[src/rtl/md_pkg.sv]
// ---------------------------------------------------------------------------
// md_pkg
// Shared definitions for the multiply/divide (HI/LO) issue path:
//   - op-code constants MD_NONE .. MD_MTLO (shared with the HI/LO unit)
//   - default unit latencies for mult/multu and div/divu
//   - controller state type
//   - op classification helpers is_md / is_start / is_div
// ---------------------------------------------------------------------------
package md_pkg;

   localparam logic [3:0] MD_NONE  = 4'b0000;
   localparam logic [3:0] MD_MULT  = 4'b0010;
   localparam logic [3:0] MD_MULTU = 4'b0011;
   localparam logic [3:0] MD_DIV   = 4'b0100;
   localparam logic [3:0] MD_DIVU  = 4'b0101;
   localparam logic [3:0] MD_MFHI  = 4'b0110;
   localparam logic [3:0] MD_MFLO  = 4'b0111;
   localparam logic [3:0] MD_MTHI  = 4'b1000;
   localparam logic [3:0] MD_MTLO  = 4'b1001;

   localparam int MD_MUL_LAT_DEF = 5;
   localparam int MD_DIV_LAT_DEF = 10;

   typedef enum logic {
      ST_IDLE = 1'b0,
      ST_WAIT = 1'b1
   } md_state_t;

   // Any of the eight HI/LO-class codes; all other codes behave as NONE.
   function automatic logic is_md(input logic [3:0] op);
      return op inside {MD_MULT, MD_MULTU, MD_DIV, MD_DIVU,
                        MD_MFHI, MD_MFLO, MD_MTHI, MD_MTLO};
   endfunction

   // Ops that start a multi-cycle multiply or divide in the unit.
   function automatic logic is_start(input logic [3:0] op);
      return op inside {MD_MULT, MD_MULTU, MD_DIV, MD_DIVU};
   endfunction

   function automatic logic is_div(input logic [3:0] op);
      return op inside {MD_DIV, MD_DIVU};
   endfunction

endpackage

[src/rtl/md_issue.sv]
// ---------------------------------------------------------------------------
// md_issue
// E-stage issue/stall controller for the HI/LO multiply/divide unit.
// Forwards MD-class ops and operands to the unit, stalls the pipeline while
// the unit is occupied, mirrors the unit latency with a local countdown,
// flags op/busy protocol mismatches and counts stalled cycles.
//
// Ports:
//   clk        in   clock, rising edge
//   reset      in   synchronous active-high reset
//   md_valid   in   E-stage instruction valid
//   md_op      in   decoded MD op (md_pkg encoding)
//   rs_val     in   forwarded rs value
//   rt_val     in   forwarded rt value
//   md_busy    in   unit busy (registered busy OR start)
//   md_do      in   unit mfhi/mflo read data
//   hilo_op    out  op driven to the unit (NONE unless issued)
//   hilo_d1    out  operand 1 (rs) when issued, else 0
//   hilo_d2    out  operand 2 (rt) when issued, else 0
//   stall      out  freeze D/E stages this cycle
//   mf_data    out  mfhi/mflo result (pass-through of md_do)
//   err        out  sticky protocol-mismatch flag
//   stall_cnt  out  saturating count of stalled cycles
// ---------------------------------------------------------------------------
module md_issue
   import md_pkg::*;
#(
   parameter int MUL_LAT = MD_MUL_LAT_DEF,
   parameter int DIV_LAT = MD_DIV_LAT_DEF,
   parameter int CNT_W   = 32
) (
   input  logic             clk,
   input  logic             reset,
   input  logic             md_valid,
   input  logic [3:0]       md_op,
   input  logic [31:0]      rs_val,
   input  logic [31:0]      rt_val,
   input  logic             md_busy,
   input  logic [31:0]      md_do,
   output logic [3:0]       hilo_op,
   output logic [31:0]      hilo_d1,
   output logic [31:0]      hilo_d2,
   output logic             stall,
   output logic [31:0]      mf_data,
   output logic             err,
   output logic [CNT_W-1:0] stall_cnt
);

   localparam int LAT_MAX = (MUL_LAT > DIV_LAT) ? MUL_LAT : DIV_LAT;
   localparam int CW      = ($clog2(LAT_MAX + 1) > 4) ? $clog2(LAT_MAX + 1) : 4;

   md_state_t        state_reg, state_next;
   logic [CW-1:0]    cnt_reg, cnt_next;
   logic             err_reg, err_next;
   logic [CNT_W-1:0] stall_cnt_reg, stall_cnt_next;

   logic md_sel;
   logic start_sel;
   logic busy_view;
   logic stall_int;
   logic issue;

   // Issue / stall decision. The unit's md_busy already includes its own
   // combinational start term, so that term is masked out when we are the
   // ones starting it this cycle; otherwise a start would stall itself.
   always_comb begin
      md_sel    = ~reset & md_valid & is_md(md_op);
      start_sel = md_sel & is_start(md_op);
      busy_view = md_busy & ~((state_reg == ST_IDLE) & start_sel);
      stall_int = md_sel & ((state_reg == ST_WAIT) | busy_view);
      issue     = md_sel & ~stall_int;
   end

   assign hilo_op   = issue ? md_op  : MD_NONE;
   assign hilo_d1   = issue ? rs_val : 32'd0;
   assign hilo_d2   = issue ? rt_val : 32'd0;
   assign stall     = stall_int;
   assign mf_data   = md_do;
   assign err       = err_reg;
   assign stall_cnt = stall_cnt_reg;

   // Next-state: FSM with its latency countdown, error flag, stall counter.
   always_comb begin
      state_next     = state_reg;
      cnt_next       = cnt_reg;
      err_next       = err_reg;
      stall_cnt_next = stall_cnt_reg;

      case (state_reg)
         ST_IDLE: begin
            if (issue & start_sel) begin
               state_next = ST_WAIT;
               cnt_next   = is_div(md_op) ? CW'(DIV_LAT) : CW'(MUL_LAT);
            end
         end
         ST_WAIT: begin
            if (cnt_reg == CW'(1)) begin
               state_next = ST_IDLE;
               cnt_next   = '0;
            end else begin
               cnt_next = cnt_reg - CW'(1);
            end
         end
         default: begin
            state_next = ST_IDLE;
            cnt_next   = '0;
         end
      endcase

      // Unit went idle while we still expect it busy, or reports busy
      // when nothing was started.
      if (((state_reg == ST_WAIT) & ~md_busy) |
          ((state_reg == ST_IDLE) & (cnt_reg == '0) & md_busy &
           ~(start_sel & ~stall_int)))
         err_next = 1'b1;

      if (stall_int & (stall_cnt_reg != '1))
         stall_cnt_next = stall_cnt_reg + CNT_W'(1);
   end

   always_ff @(posedge clk) begin
      if (reset) begin
         state_reg     <= ST_IDLE;
         cnt_reg       <= '0;
         err_reg       <= 1'b0;
         stall_cnt_reg <= '0;
      end else begin
         state_reg     <= state_next;
         cnt_reg       <= cnt_next;
         err_reg       <= err_next;
         stall_cnt_reg <= stall_cnt_next;
      end
   end

endmodule

[config.mk]
export PLATFORM = sky130hd
export DESIGN_NAME = md_issue
export DESIGN_NICKNAME = d
export VERILOG_FILES = /design/src/rtl/md_pkg.sv /design/src/rtl/md_issue.sv
export SDC_FILE = /design/constraint.sdc
export NUM_CORES = 1
export LEC_CHECK = 0
export CAP_MARGIN = 20
export CORE_ASPECT_RATIO = 0.8
export CORE_MARGIN = 1.5
export CORE_UTILIZATION = 31
export CTS_BUF_LIST = sky130_fd_sc_hd__clkbuf_8
export DETAILED_ROUTE_END_ITERATION = 6
export GPL_TIMING_DRIVEN = 1
export PLACE_DENSITY = 0.83
export SYNTH_ARGS = -nofsm -noshare
export SYNTH_HDL_FRONTEND = slang
export SYNTH_SLANG_ARGS = --single-unit
[constraint.sdc]
create_clock -name clk -period 2.4 [get_ports clk]
set_clock_uncertainty 0.1 [all_clocks]
set_input_delay 0.48 -clock clk [delete_from_list [all_inputs] [get_ports clk]]
set_output_delay 0.48 -clock clk [all_outputs]
set_load 0.02 [all_outputs]
==> impl_metrics.json <==
{
  "status": "complete, but fails checks",
  "violations": "setup timing",
  "die_area_mm2": 0.009949,
  "ir_worst_vdd_mv": 0.1793,
  "powerDensity_mw_per_mm2": 281.0,
  "synth_area_leaders": "dfxtp_1, and2_1, buf_4, a21oi_1, or4_1",
  "rsz0062_at_grt": "yes",
  "synth_common_cells": "and2_1, dfxtp_1, buf_4",
  "hold_ws_ns": 0.3991,
  "critPathCaptureType": "output port",
  "dp_hpwl_mm": 8.203,
  "ys.flop_type": "dfxtp_1",
  "cap_violations": 0,
  "dpl-instance-area_mm2": 0.004820,
  "final_nets": 680,
  "synth_area_mm2": 0.002900,
  "io_pins": 238,
  "synth_edf_count": 0,
  "yosysSeqAreaShare_pct": 26.23,
  "worstSetupStartpointType": "input port",
  "grtUsageTotal_pct": 24.30,
  "ys_ff_latch": 38,
  "wl_per_cell_um": 18.95,
  "globalRouteOverflowTotal": 0,
  "leakagePower_nw": 2.229,
  "numClockSinks": 38,
  "instances_no_fill": 689,
  "antenna_cells": 0,
  "yosys_warnings": 0,
  "vias_per_cell": 5.469,
  "synthArstFlopShare_pct": 0,
  "worstHoldPathType": "reg -> reg",
  "initialDrtViolationCount": 326,
  "core-area_mm2": 0.009076,
  "grt_pass1_vias": 3601,
  "grt_pass1_wl_mm": 19.24,
  "synth_cells": 377,
  "htreeDepth": 2,
  "clock_latency_ns": 0.30,
  "clkTransAtPathRegs_ns": 0.08,
  "fin_ws_ns": -0.1895,
  "final.min_clock_period_ns": 2.590,
  "cts_made_buffers": 5,
  "dp.cells": 645,
  "fmax_mhz": 386.2,
  "fin_area_mm2": 0.005504,
  "finalHoldViolCount": 0,
  "finalCritPeriodShare_pct": 107.9,
  "yosysTopAreaCellShare_pct": 26.23,
  "initial_utilization_pct": 31.95,
  "cts_tree": "yes",
  "dieWidth_um": 111.1,
  "yosys.area.top_type": "dfxtp_1",
  "slew_viol_final": 0,
  "num_rows": 31,
  "cp.buffers_inverters": 6,
  "antenna_found_initial": 0,
  "slowest_stage": "or3b_4",
  "arrival_ns": 2.01,
  "crit_required_ns": 1.82,
  "setup_tns_ns": -8.531,
  "dr.pass1.iters": 5,
  "tightest_slew_ns": 0.4663,
  "clockBufferDepth": 2,
  "synth.distinct_cells": 47,
  "cp_max_fo": 4,
  "setup_viol": 68,
  "worstPathCellList": "buf_6 > or3b_4 > o22ai_2 > and4b_2 > buf_6 > buf_12 > buf_16 > buf_6 > and2_4 > buf_6",
  "cp_top_family": "simple AND/OR/NAND/NOR gates",
  "critPathKind": "in -> out",
  "grt_max_degree": 41,
  "routed_wl_mm": 13.06,
  "slew_headroom_pct": 68.91,
  "cts_root_buf": "clkbuf_8",
  "antenna_left": 0,
  "portBuffers": 173,
  "gp_congestion": 0.8447,
  "dp_slack_ns": -0.9286,
  "areaGrowthSynthToFinish_pct": 89.78,
  "cpMostUsedCell": "buf_6",
  "synth.most_common_cell": "and2_1",
  "syn_avg_cell_area_um2": 7.693,
  "fp.dieH_um": 89.52,
  "largest_reg_flops": 32,
  "vias": 3768,
  "drive_gt1_share_pct": 45.99,
  "slowest_delay_ns": 0.40,
  "drc": 0,
  "syn-num-nets": 484
}
-- final cells by class --
type / instances / area [um2]
well taps: 115 / 143.9
clock buffers: 6 / 82.58
clock inverters: 2 / 8.758
fillers: 750 / 3572
multi-input cells: 275 / 2170
inverters: 9 / 33.78
flip-flops and latches: 38 / 762.0
repair buffers: 244 / 2303
-- placed cells by master (no fill, tap or decap), types with 13 or more instances in the layout --
master            n
dfxtp_1          37
nand2_1          19
buf_2            44
and2_2           20
buf_4            43
buf_6            43
nand3_1          13
a21oi_1          18
clkdlybuf4s50_1  98
nor2_1           23
and2_4           40
-- worst paths after layout --
check | startpoint | to | slack [ns] | cells past startpoint
max | md_op[2] | hilo_d1[4] | -0.19 | 10
min | stall_cnt[31] | stall_cnt[31] | 0.40 | 2
max reg2reg | stall_cnt[13] | stall_cnt[5] | 0.03 | 6
min reg2reg | stall_cnt[31] | stall_cnt[31] | 0.40 | 2
-- tightest hold or removal path, stage by stage, from the launching register on --
cell     delay, ns
dfxtp_1       0.33
o31ai_1       0.07
a21oi_1       0.06
-- power breakdown --
part	total, mW	internal [mW]	switching [mW]
registers	0.646	0.638	0.00759
clock network	0.471	0.228	0.243
logic	0.430	0.250	0.179
total	1.55	1.12	0.430
-- layer usage --
layer / GRT usage [%] / vias up / wire [um]
met1: 28.77 / 1808 / 5213
met4: 7.365 / 0 / 315
met2: 45.85 / 206 / 6687
met5: 0 / - / 0
li1: - / 1709 / -
met3: 4.271 / 45 / 839
-- per-stage QoR --
stage,power [mW],utilization [%]
floorplan,0.8907,-
global placement,1.022,53.10
detailed placement,1.030,53.10
CTS,1.542,61.32
global route,1.599,60.64
finish,1.547,60.64
-- what timing repair did --
action / 4_1_cts / 5_1_grt
gates resized for setup: 394 / 61
buffers inserted: 28 / 7
hold buffers: 0 / 0
cloned: 6 / 3
pin swaps: 56 / 23
setup endpoints to repair: 99 / 100
-- cells by family after synthesis --
group	Yosys count	share of synthesized area (%)
buffers and inverters	64	13.50
adder cells (fa/ha/maj)	3	1.294
AND/OR/NAND/NOR	187	38.52
XOR/XNOR	1	0.3020
flip-flops	38	26.23
multiplexers	10	3.797
AO/OA/AOI/OAI	74	16.35
(Power assumes the default switching activity.)
